===== src/rtl/operand_pair_packer.sv =====
// Packs pairs of upstream half-words into {high, low} words and queues them in a small FIFO.
// Optional per-entry even parity on the output word is enabled with PACKER_PARITY_EN.
module operand_pair_packer #(
  parameter int WIDTH = 32,
  parameter int DEPTH = 4
) (
  input  logic                         clk,
  input  logic                         rst,
  input  logic                         in_valid,
  input  logic [WIDTH/2-1:0]           in_data,
  output logic                         in_ready,
  input  logic                         in_flush,
  output logic                         out_valid,
  output logic [WIDTH-1:0]             out_data,
  input  logic                         out_ready,
  output logic [$clog2(DEPTH+1)-1:0]   level,
  output logic                         drop,
  output logic                         out_par,
  output logic [0:0]                   fsm_state
);

  localparam int HW = WIDTH / 2;
  localparam int AW = $clog2(DEPTH);
  localparam int LW = $clog2(DEPTH + 1);

  localparam logic [0:0] WAIT_LO = 1'b0;
  localparam logic [0:0] WAIT_HI = 1'b1;

  if ((WIDTH % 2) != 0 || WIDTH < 4) begin : g_bad_width
    $error("operand_pair_packer: WIDTH must be even and >= 4");
  end
  if (DEPTH < 2 || (DEPTH & (DEPTH - 1)) != 0) begin : g_bad_depth
    $error("operand_pair_packer: DEPTH must be a power of 2 and >= 2");
  end

  logic [0:0]       state;
  logic [0:0]       state_next;
  logic [HW-1:0]    lo_q;
  logic [WIDTH-1:0] mem [DEPTH];
  logic [AW-1:0]    wr_ptr;
  logic [AW-1:0]    rd_ptr;
  logic             full;
  logic             accept;
  logic             load_lo;
  logic             push;
  logic             pop;
  logic [WIDTH-1:0] push_word;

  // Handshake semantics: a transfer happens on a falling clock edge where valid and
  // ready are both high; ready never depends on the same-cycle valid of either side.
  assign full      = (level == LW'(DEPTH));
  assign in_ready  = rst & ((state == WAIT_LO) | ~full);
  assign out_valid = (level != '0);
  assign out_data  = mem[rd_ptr];
  assign fsm_state = state;

  // A flush masks the accept entirely, so neither the low register nor the FIFO moves.
  assign accept    = in_valid & in_ready & ~in_flush;
  assign load_lo   = accept & (state == WAIT_LO);
  assign push      = accept & (state == WAIT_HI);
  assign pop       = out_valid & out_ready;
  assign push_word = {in_data, lo_q};

  always_comb begin
    state_next = state;
    if (in_flush) begin
      state_next = WAIT_LO;
    end else if (load_lo) begin
      state_next = WAIT_HI;
    end else if (push) begin
      state_next = WAIT_LO;
    end
  end

  always_ff @(negedge clk) begin
    if (!rst) begin
      state  <= WAIT_LO;
      wr_ptr <= '0;
      rd_ptr <= '0;
      level  <= '0;
      drop   <= 1'b0;
    end else begin
      state <= state_next;
      drop  <= in_flush & (state == WAIT_HI);
      if (push) begin
        wr_ptr <= wr_ptr + AW'(1);
      end
      if (pop) begin
        rd_ptr <= rd_ptr + AW'(1);
      end
      case ({push, pop})
        2'b10:   level <= level + LW'(1);
        2'b01:   level <= level - LW'(1);
        default: level <= level;
      endcase
    end
  end

  // Data storage carries no reset; validity is tracked by level alone.
  always_ff @(negedge clk) begin
    if (load_lo) begin
      lo_q <= in_data;
    end
    if (push) begin
      mem[wr_ptr] <= push_word;
    end
  end

`ifdef PACKER_PARITY_EN
  logic par_mem [DEPTH];

  always_ff @(negedge clk) begin
    if (push) begin
      par_mem[wr_ptr] <= ^push_word;
    end
  end

  // Gated by out_valid so the flag reads 0 out of reset and while empty.
  assign out_par = out_valid & par_mem[rd_ptr];
`else
  assign out_par = 1'b0;
`endif

endmodule


===== config.mk =====
export PLATFORM = sky130hd
export DESIGN_NAME = operand_pair_packer
export DESIGN_NICKNAME = d
export VERILOG_FILES = /design/src/rtl/operand_pair_packer.sv
export SDC_FILE = /design/constraint.sdc
export NUM_CORES = 1
export LEC_CHECK = 0
export ABC_AREA = 1
export CAP_MARGIN = 0
export CORE_UTILIZATION = 45
export CTS_CLUSTER_DIAMETER = 80
export CTS_CLUSTER_SIZE = 12
export DETAILED_ROUTE_END_ITERATION = 10
export GPL_TIMING_DRIVEN = 0
export PLACE_DENSITY = 0.75
export SYNTH_ARGS = -nofsm -noshare
export SYNTH_HDL_FRONTEND = slang
export SYNTH_SLANG_ARGS = --single-unit

===== constraint.sdc =====
create_clock -name clk -period 4.1 [get_ports clk]
set_input_delay 0.41 -clock clk [delete_from_list [all_inputs] [get_ports clk]]
set_output_delay 0.41 -clock clk [all_outputs]
set_load 0.03 [all_outputs]

==> flow_metrics.py, run 1 <==
metrics = {
    "flow_run": {
        "max_cap_viol_count": 0,
    },
    "synthesis": {
        "seq_area_frac_synth_pct": 78.4,
        "synth_edf_count": 144,
        "synthDistinctLibCells": 25,
        "synth_fp_nets": 439,
        "ys_seq_elements": 155,
        "synth_area_sq_um": 5800,
        "async_flop_share_pct": 0,
        "ys.flop_type": "edfxtp_1",
        "yosysWarningCount": 0,
        "synth_area_per_cell_sq_um": 14.1,
        "synthCells": 412,
    },
    "finish": {
        "nets": 678,
        "fillCellCount": 896,
        "layout_common_cells": "inv_1 (180), edfxtp_1 (144), nor2_1 (68)",
        "multiInputGateArea_sq_um": 1210,
        "final_common_cell": "inv_1",
        "regArea_sq_um": 4550,
        "instances_no_fill": 836,
        "utilization_pct": 64.7,
        "drive_gt1_share_pct": 18.4,
        "synthToLayoutAreaGrowth_pct": 40.2,
        "antenna_cells": 0,
    },
    "power_and_ir_drop": {
        "intPower_mw": 3.11,
        "p_comb_share_pct": 14.6,
        "switchingPower_mw": 1.46,
        "p_clk_share_pct": 46.6,
        "p_leak_nw": 3.50,
        "switching_share_pct": 31.9,
        "ir_drop_mv": 0.341,
        "powerDensity_nw_per_um2": 562,
        "p_total_mw": 4.57,
        "p_seq_share_pct": 38.8,
    },
    "die": {
        "io_pins": 61,
        "fp.dieArea_sq_um": 13300,
        "start_util_pct": 46.1,
        "die_x_um": 116,
        "coreArea_sq_um": 12600,
        "row_count": 41,
        "chipHeight_um": 116,
    },
    "sta": {
        "drv_slew": 0,
        "tightest_slew_ns": 0.865,
        "hold_slack_ns": 0.470,
        "hold_violations": 0,
        "slew_headroom_pct": 42.3,
        "setup_violations": 3,
        "finalClockSkew_ns": 0.0384,
        "rsz0062_at_grt": "true",
        "fin_ws_ns": -0.0525,
    },
    "route": {
        "viasPerCell": 5.13,
        "drc": 0,
        "drt-pass1-iter-count": 4,
        "drt-total-wl_um": 14100,
        "antenna_left": 0,
        "wl_per_cell_um": 16.9,
        "vias": 4285,
        "detail_route.iter0.violations": 320,
    },
    "outcome": {
        "violations": "negative setup slack",
        "outcome": "finished, violations left",
    },
    "setup_path": {
        "path_max_fanout": 10,
        "startpoint_type": "flop",
        "end_kind": "output port",
        "cp.arrival_ns": 3.74,
        "worstPathCellList": "inv_2 > clkbuf_8 > o21ai_0 > o22ai_2 > buf_6",
        "crit_buf_inv": 3,
        "worstPathRequired_ns": 3.69,
        "crit_slowest_cell": "dfxtp_4",
        "path_class": "flop to output port",
        "slowest_delay_ns": 0.38,
        "crit_family": "buffers and inverters",
        "ff2ff_setup_slack_ns": 2.02,
    },
    "clocking": {
        "ctsHoldBuffers": 0,
        "clock_path_buffers": 2,
        "insertion_delay_ns": 0.48,
        "cts_tree": "yes",
        "cts_root_buffer": "clkbuf_16",
        "htree_levels": 4,
        "clk_pin_slew_ns": 0.05,
        "cts-buffers-inserted": 17,
        "cts_sinks": 155,
    },
    "grt": {
        "antenna_found_initial": 0,
        "grt_pass1_vias": 4705,
        "grt-busiest-layer": "met2",
        "grt_usage_pct": 22.4,
        "grt-ovfl-total": 0,
        "grt_use_met2_pct": 37.2,
        "grt_max_degree": 28,
        "grt_use_met1_pct": 23.9,
        "use_met3_pct": 9.21,
        "grt_pass1_wl_um": 21700,
    },
    "placed_design": {
        "dp_cells": 647,
        "detailed_place_hpwl_um": 7510,
        "gp_congestion": 0.765,
        "io_buffers": 59,
    },
    "worst_hold_path": {
        "hold_class": "flop to flop",
    },
}
## cell usage after synthesis (2+ instances only)
library cell | instances | area share, %
a21oi_1 | 4 | 0.35
inv_1 | 24 | 1.6
o21ai_0 | 63 | 5.4
clkbuf_1 | 11 | 0.71
buf_2 | 7 | 0.60
nand4_1 | 3 | 0.32
dfxtp_1 | 11 | 3.8
o22ai_1 | 32 | 3.5
nand3_1 | 3 | 0.26
edfxtp_1 | 144 | 75
nand2_1 | 15 | 0.97
nor2_1 | 75 | 4.9
ha_1 | 5 | 1.1
buf_4 | 2 | 0.26
o21ai_1 | 3 | 0.26
## worst min-delay path: stages, from the launching register on
cell,delay [ns]
dfxtp_1,0.31
nand2_1,0.06
a21oi_1,0.07
## worst paths after layout
check	depth (start not counted)	endpoint	startpoint
min	2	flop	rd_ptr[1]
min reg2reg	2	flop	rd_ptr[1]
max reg2reg	11	level[2]	level[1]
max	5	out_data[14]	flop
## sequential cells by signal, indices dropped and copies added, names as in the netlist, named ones only
signal     flops
drop           1
fsm_state      1
level          3
lo_q          16
mem          128
rd_ptr         2
wr_ptr         2
## layer usage
metal | vias up | share of wire, %
met5 | - | 0
met3 | 23 | 7.2
met4 | 0 | 1.8
met2 | 208 | 52
met1 | 2073 | 39
li1 | 1981 | -
## repair_timing
action,4_1_cts,5_1_grt
setup endpoints to repair,36,33
pin swaps,4,14
endpoints found under the hold margin,0,0
resized for setup,244,90
gates cloned,0,0
setup buffers,2,1
## stage by stage
step                      TNS [ns]  setup WS, ns  area, sq um
after floorplan              -3.12       -0.0244         5810
after global placement     -185.97         -1.35         6620
after detailed placement    -57.74        -0.539         6720
after CTS                   -0.741        -0.117         7920
after global routing        -0.887       -0.0760         8130
final                      -0.0864       -0.0525         8130
## area by class of cell
class | instances | area share (%)
clock buffer | 17 | 5.23
tap | 172 | 2.65
multi-input combinational | 212 | 14.9
inverter | 24 | 1.26
clock inverter | 170 | 8.91
buffer | 20 | 3.16
timing repair buffer | 66 | 7.94
sequential | 155 | 56.0
## power by group through the flow
stage	registers [mW]	logic [mW]	clock network [mW]
global route	1.77	0.711	2.34
global placement	1.79	0.556	0.226
CTS	1.77	0.592	2.16
finish	1.77	0.667	2.13
floorplan	1.80	0.319	0.226
detailed placement	1.79	0.569	0.226
## cell families after synthesis
group	synth area share, %
XOR/XNOR	0.151
AND/OR/NAND/NOR	7.21
flip-flops	78.4
other	0.0647
AO/OA/AOI/OAI	9.60
adder cells (fa/ha/maj)	1.42
buffers and inverters	3.19
No activity file was read; power rests on OpenSTA's default activity.
==> inputs of run 2 (changes only) <==
==> constraint.sdc (replaced) <==
create_clock -name clk -period 4.1 [get_ports clk]
set_input_delay 0.82 -clock clk [delete_from_list [all_inputs] [get_ports clk]]
set_output_delay 0.82 -clock clk [all_outputs]
set_load 0.03 [all_outputs]
==> run 2 against run 1 <==
The run still ends with negative setup slack left; sequential cell count did not move; critical path depth rose by 1; largest cell class unchanged; hold slack improved by 0.0085 ns; largest power group unchanged; via count rose by 4.7%; register-to-register slack improved by 0.24 ns; setup slack got worse by 0.36 ns; sequential share of layout area fell by 3.9 points; highest routed layer unchanged; clock power fell by 2%; routed wire length rose by 15%.
==> flow_metrics.py, run 2 (synthesis results as in run 1) <==
metrics = {
    "outcome": {
        "outcome": "finished, violations left",
        "violations": "negative setup slack",
    },
    "finish": {
        "largest_register_ffs": 128,
        "synthToLayoutAreaGrowth_pct": 50.9,
        "layout_common_cells": "inv_1 (173), edfxtp_1 (144), nor2_1 (54)",
        "fin_area_sq_um": 8750,
        "antenna_cells": 0,
        "top_regs": "mem (128), lo_q (16), level (3)",
        "drive_gt1_share_pct": 31.6,
        "nets": 696,
        "utilization_pct": 69.6,
        "final_common_cell": "inv_1",
        "largest_register": "mem",
    },
    "clocking": {
        "insertion_delay_ns": 0.49,
        "cts_tree": "yes",
        "cts-buffers-inserted": 17,
        "cts_sinks": 155,
        "cts_root_buffer": "clkbuf_16",
        "ctsHoldBuffers": 0,
        "clock_path_buffers": 2,
        "clk_pin_slew_ns": 0.05,
        "htree_levels": 4,
    },
    "sta": {
        "finalClockSkew_ns": 0.0515,
        "hold_violations": 0,
        "rsz0062_at_grt": "true",
        "drv_slew": 0,
        "finalSetupTns_ns": -11.62,
        "slew_headroom_pct": 65.4,
        "tightest_slew_ns": 0.518,
        "fin_ws_ns": -0.413,
        "setup_violations": 32,
    },
    "die": {
        "die_x_um": 116,
        "start_util_pct": 46.1,
        "chipHeight_um": 116,
        "io_pins": 61,
        "row_count": 41,
        "coreArea_sq_um": 12600,
        "fp.dieArea_sq_um": 13300,
    },
    "power_and_ir_drop": {
        "ir_drop_mv": 0.317,
        "p_clk_share_pct": 44.8,
        "switchingPower_mw": 1.58,
        "powerDensity_nw_per_um2": 530,
        "switching_share_pct": 34.1,
        "p_seq_share_pct": 38.3,
        "p_leak_nw": 3.71,
        "intPower_mw": 3.06,
        "p_total_mw": 4.64,
        "p_comb_share_pct": 17.0,
    },
    "setup_path": {
        "reg2regPathDepth": 11,
        "worstPathRequired_ns": 3.28,
        "r2r-start": "level[0]",
        "end_kind": "output port",
        "path_class": "flop to output port",
        "worstReg2RegEnd": "level[2]",
        "cp.arrival_ns": 3.69,
        "startpoint_type": "flop",
        "ff2ff_setup_slack_ns": 2.26,
        "path_max_fanout": 11,
    },
    "route": {
        "detail_route.iter0.violations": 378,
        "antenna_left": 0,
        "top_layer_used": "met4",
        "met2WireLength_um": 8440,
        "wl_met1_um": 6090,
        "drt-total-wl_um": 16200,
        "drt-pass1-iter-count": 7,
        "wl_per_cell_um": 19.0,
        "viasPerCell": 5.27,
        "vias": 4488,
        "wl_met3_um": 1190,
        "drc": 0,
    },
    "worst_hold_path": {
        "holdPathEnd": "mem[2][2]",
        "hold_class": "flop to flop",
        "min_from": "lo_q[2]",
        "worstHoldPathCells": 0,
    },
    "placed_design": {
        "gp_congestion": 0.689,
        "io_buffers": 59,
        "place_area_sq_um": 6870,
        "detailed_place_hpwl_um": 7050,
        "dp_worst_setup_slack_ns": -1.29,
    },
    "grt": {
        "grt-ovfl-total": 0,
        "grt_pass1_vias": 4889,
        "grt_pass1_wl_um": 23700,
        "grt_usage_pct": 25.1,
        "grt_max_degree": 17,
        "antenna_found_initial": 0,
    },
    "flow_run": {
        "max_cap_viol_count": 0,
    },
}
-- run 2: repair_timing --
action / CTS / global route
endpoints found under the setup margin: 186 / 137
resized for setup: 355 / 83
endpoints found under the hold margin: 0 / 0
cloned: 5 / 1
pin swaps: 15 / 14
setup buffers: 18 / 1
-- run 2: final cells by class --
type | count | area (sq um)
buffer | 20 | 284
clock buffer | 17 | 425
clock inverter | 168 | 669
fill | 801 | 3820
inverter | 24 | 125
multi-input combinational | 216 | 1550
sequential | 155 | 4560
tap | 172 | 215
timing repair buffer | 80 | 930
-- run 2: metrics by stage --
stage                     cells  hold slack (ns)
after floorplan             412            0.459
after global placement      643            0.469
after detailed placement    643            0.483
after CTS                   850            0.485
after global routing        852            0.496
final                       852            0.478
-- run 2: layer usage --
layer  vias up  track usage, %
met5         -               0
met4         0            14.8
met3        46            10.2
met2       234            42.3
met1      2181            26.4
li1       2027               -
-- run 2: worst max path at each step --
stage / end / slack, ns / depth (start not counted)
detailed placement: mem[0][12] / -1.29 / 5
global route: out_data[0] / -0.44 / 6
finish: out_data[14] / -0.41 / 6
floorplan: mem[0][0] / -0.13 / 5
CTS: out_data[0] / -0.40 / 5
global placement: mem[0][12] / -1.20 / 5
-- run 2: critical path, cell delays in order (launching register included) --
cell and delay [ns]:
dfxtp_4 0.36, buf_12 0.15, inv_16 0.10, clkbuf_16 0.16
nor2_2 0.05, o22ai_2 0.20, buf_6 0.16
-- run 2: power groups by stage --
stage | combinational [mW] | sequential (mW) | clock, mW
global route | 0.828 | 1.78 | 2.27
finish | 0.787 | 1.78 | 2.08
CTS | 0.701 | 1.77 | 2.04
detailed placement | 0.617 | 1.79 | 0.226
floorplan | 0.366 | 1.80 | 0.226
global placement | 0.604 | 1.79 | 0.226
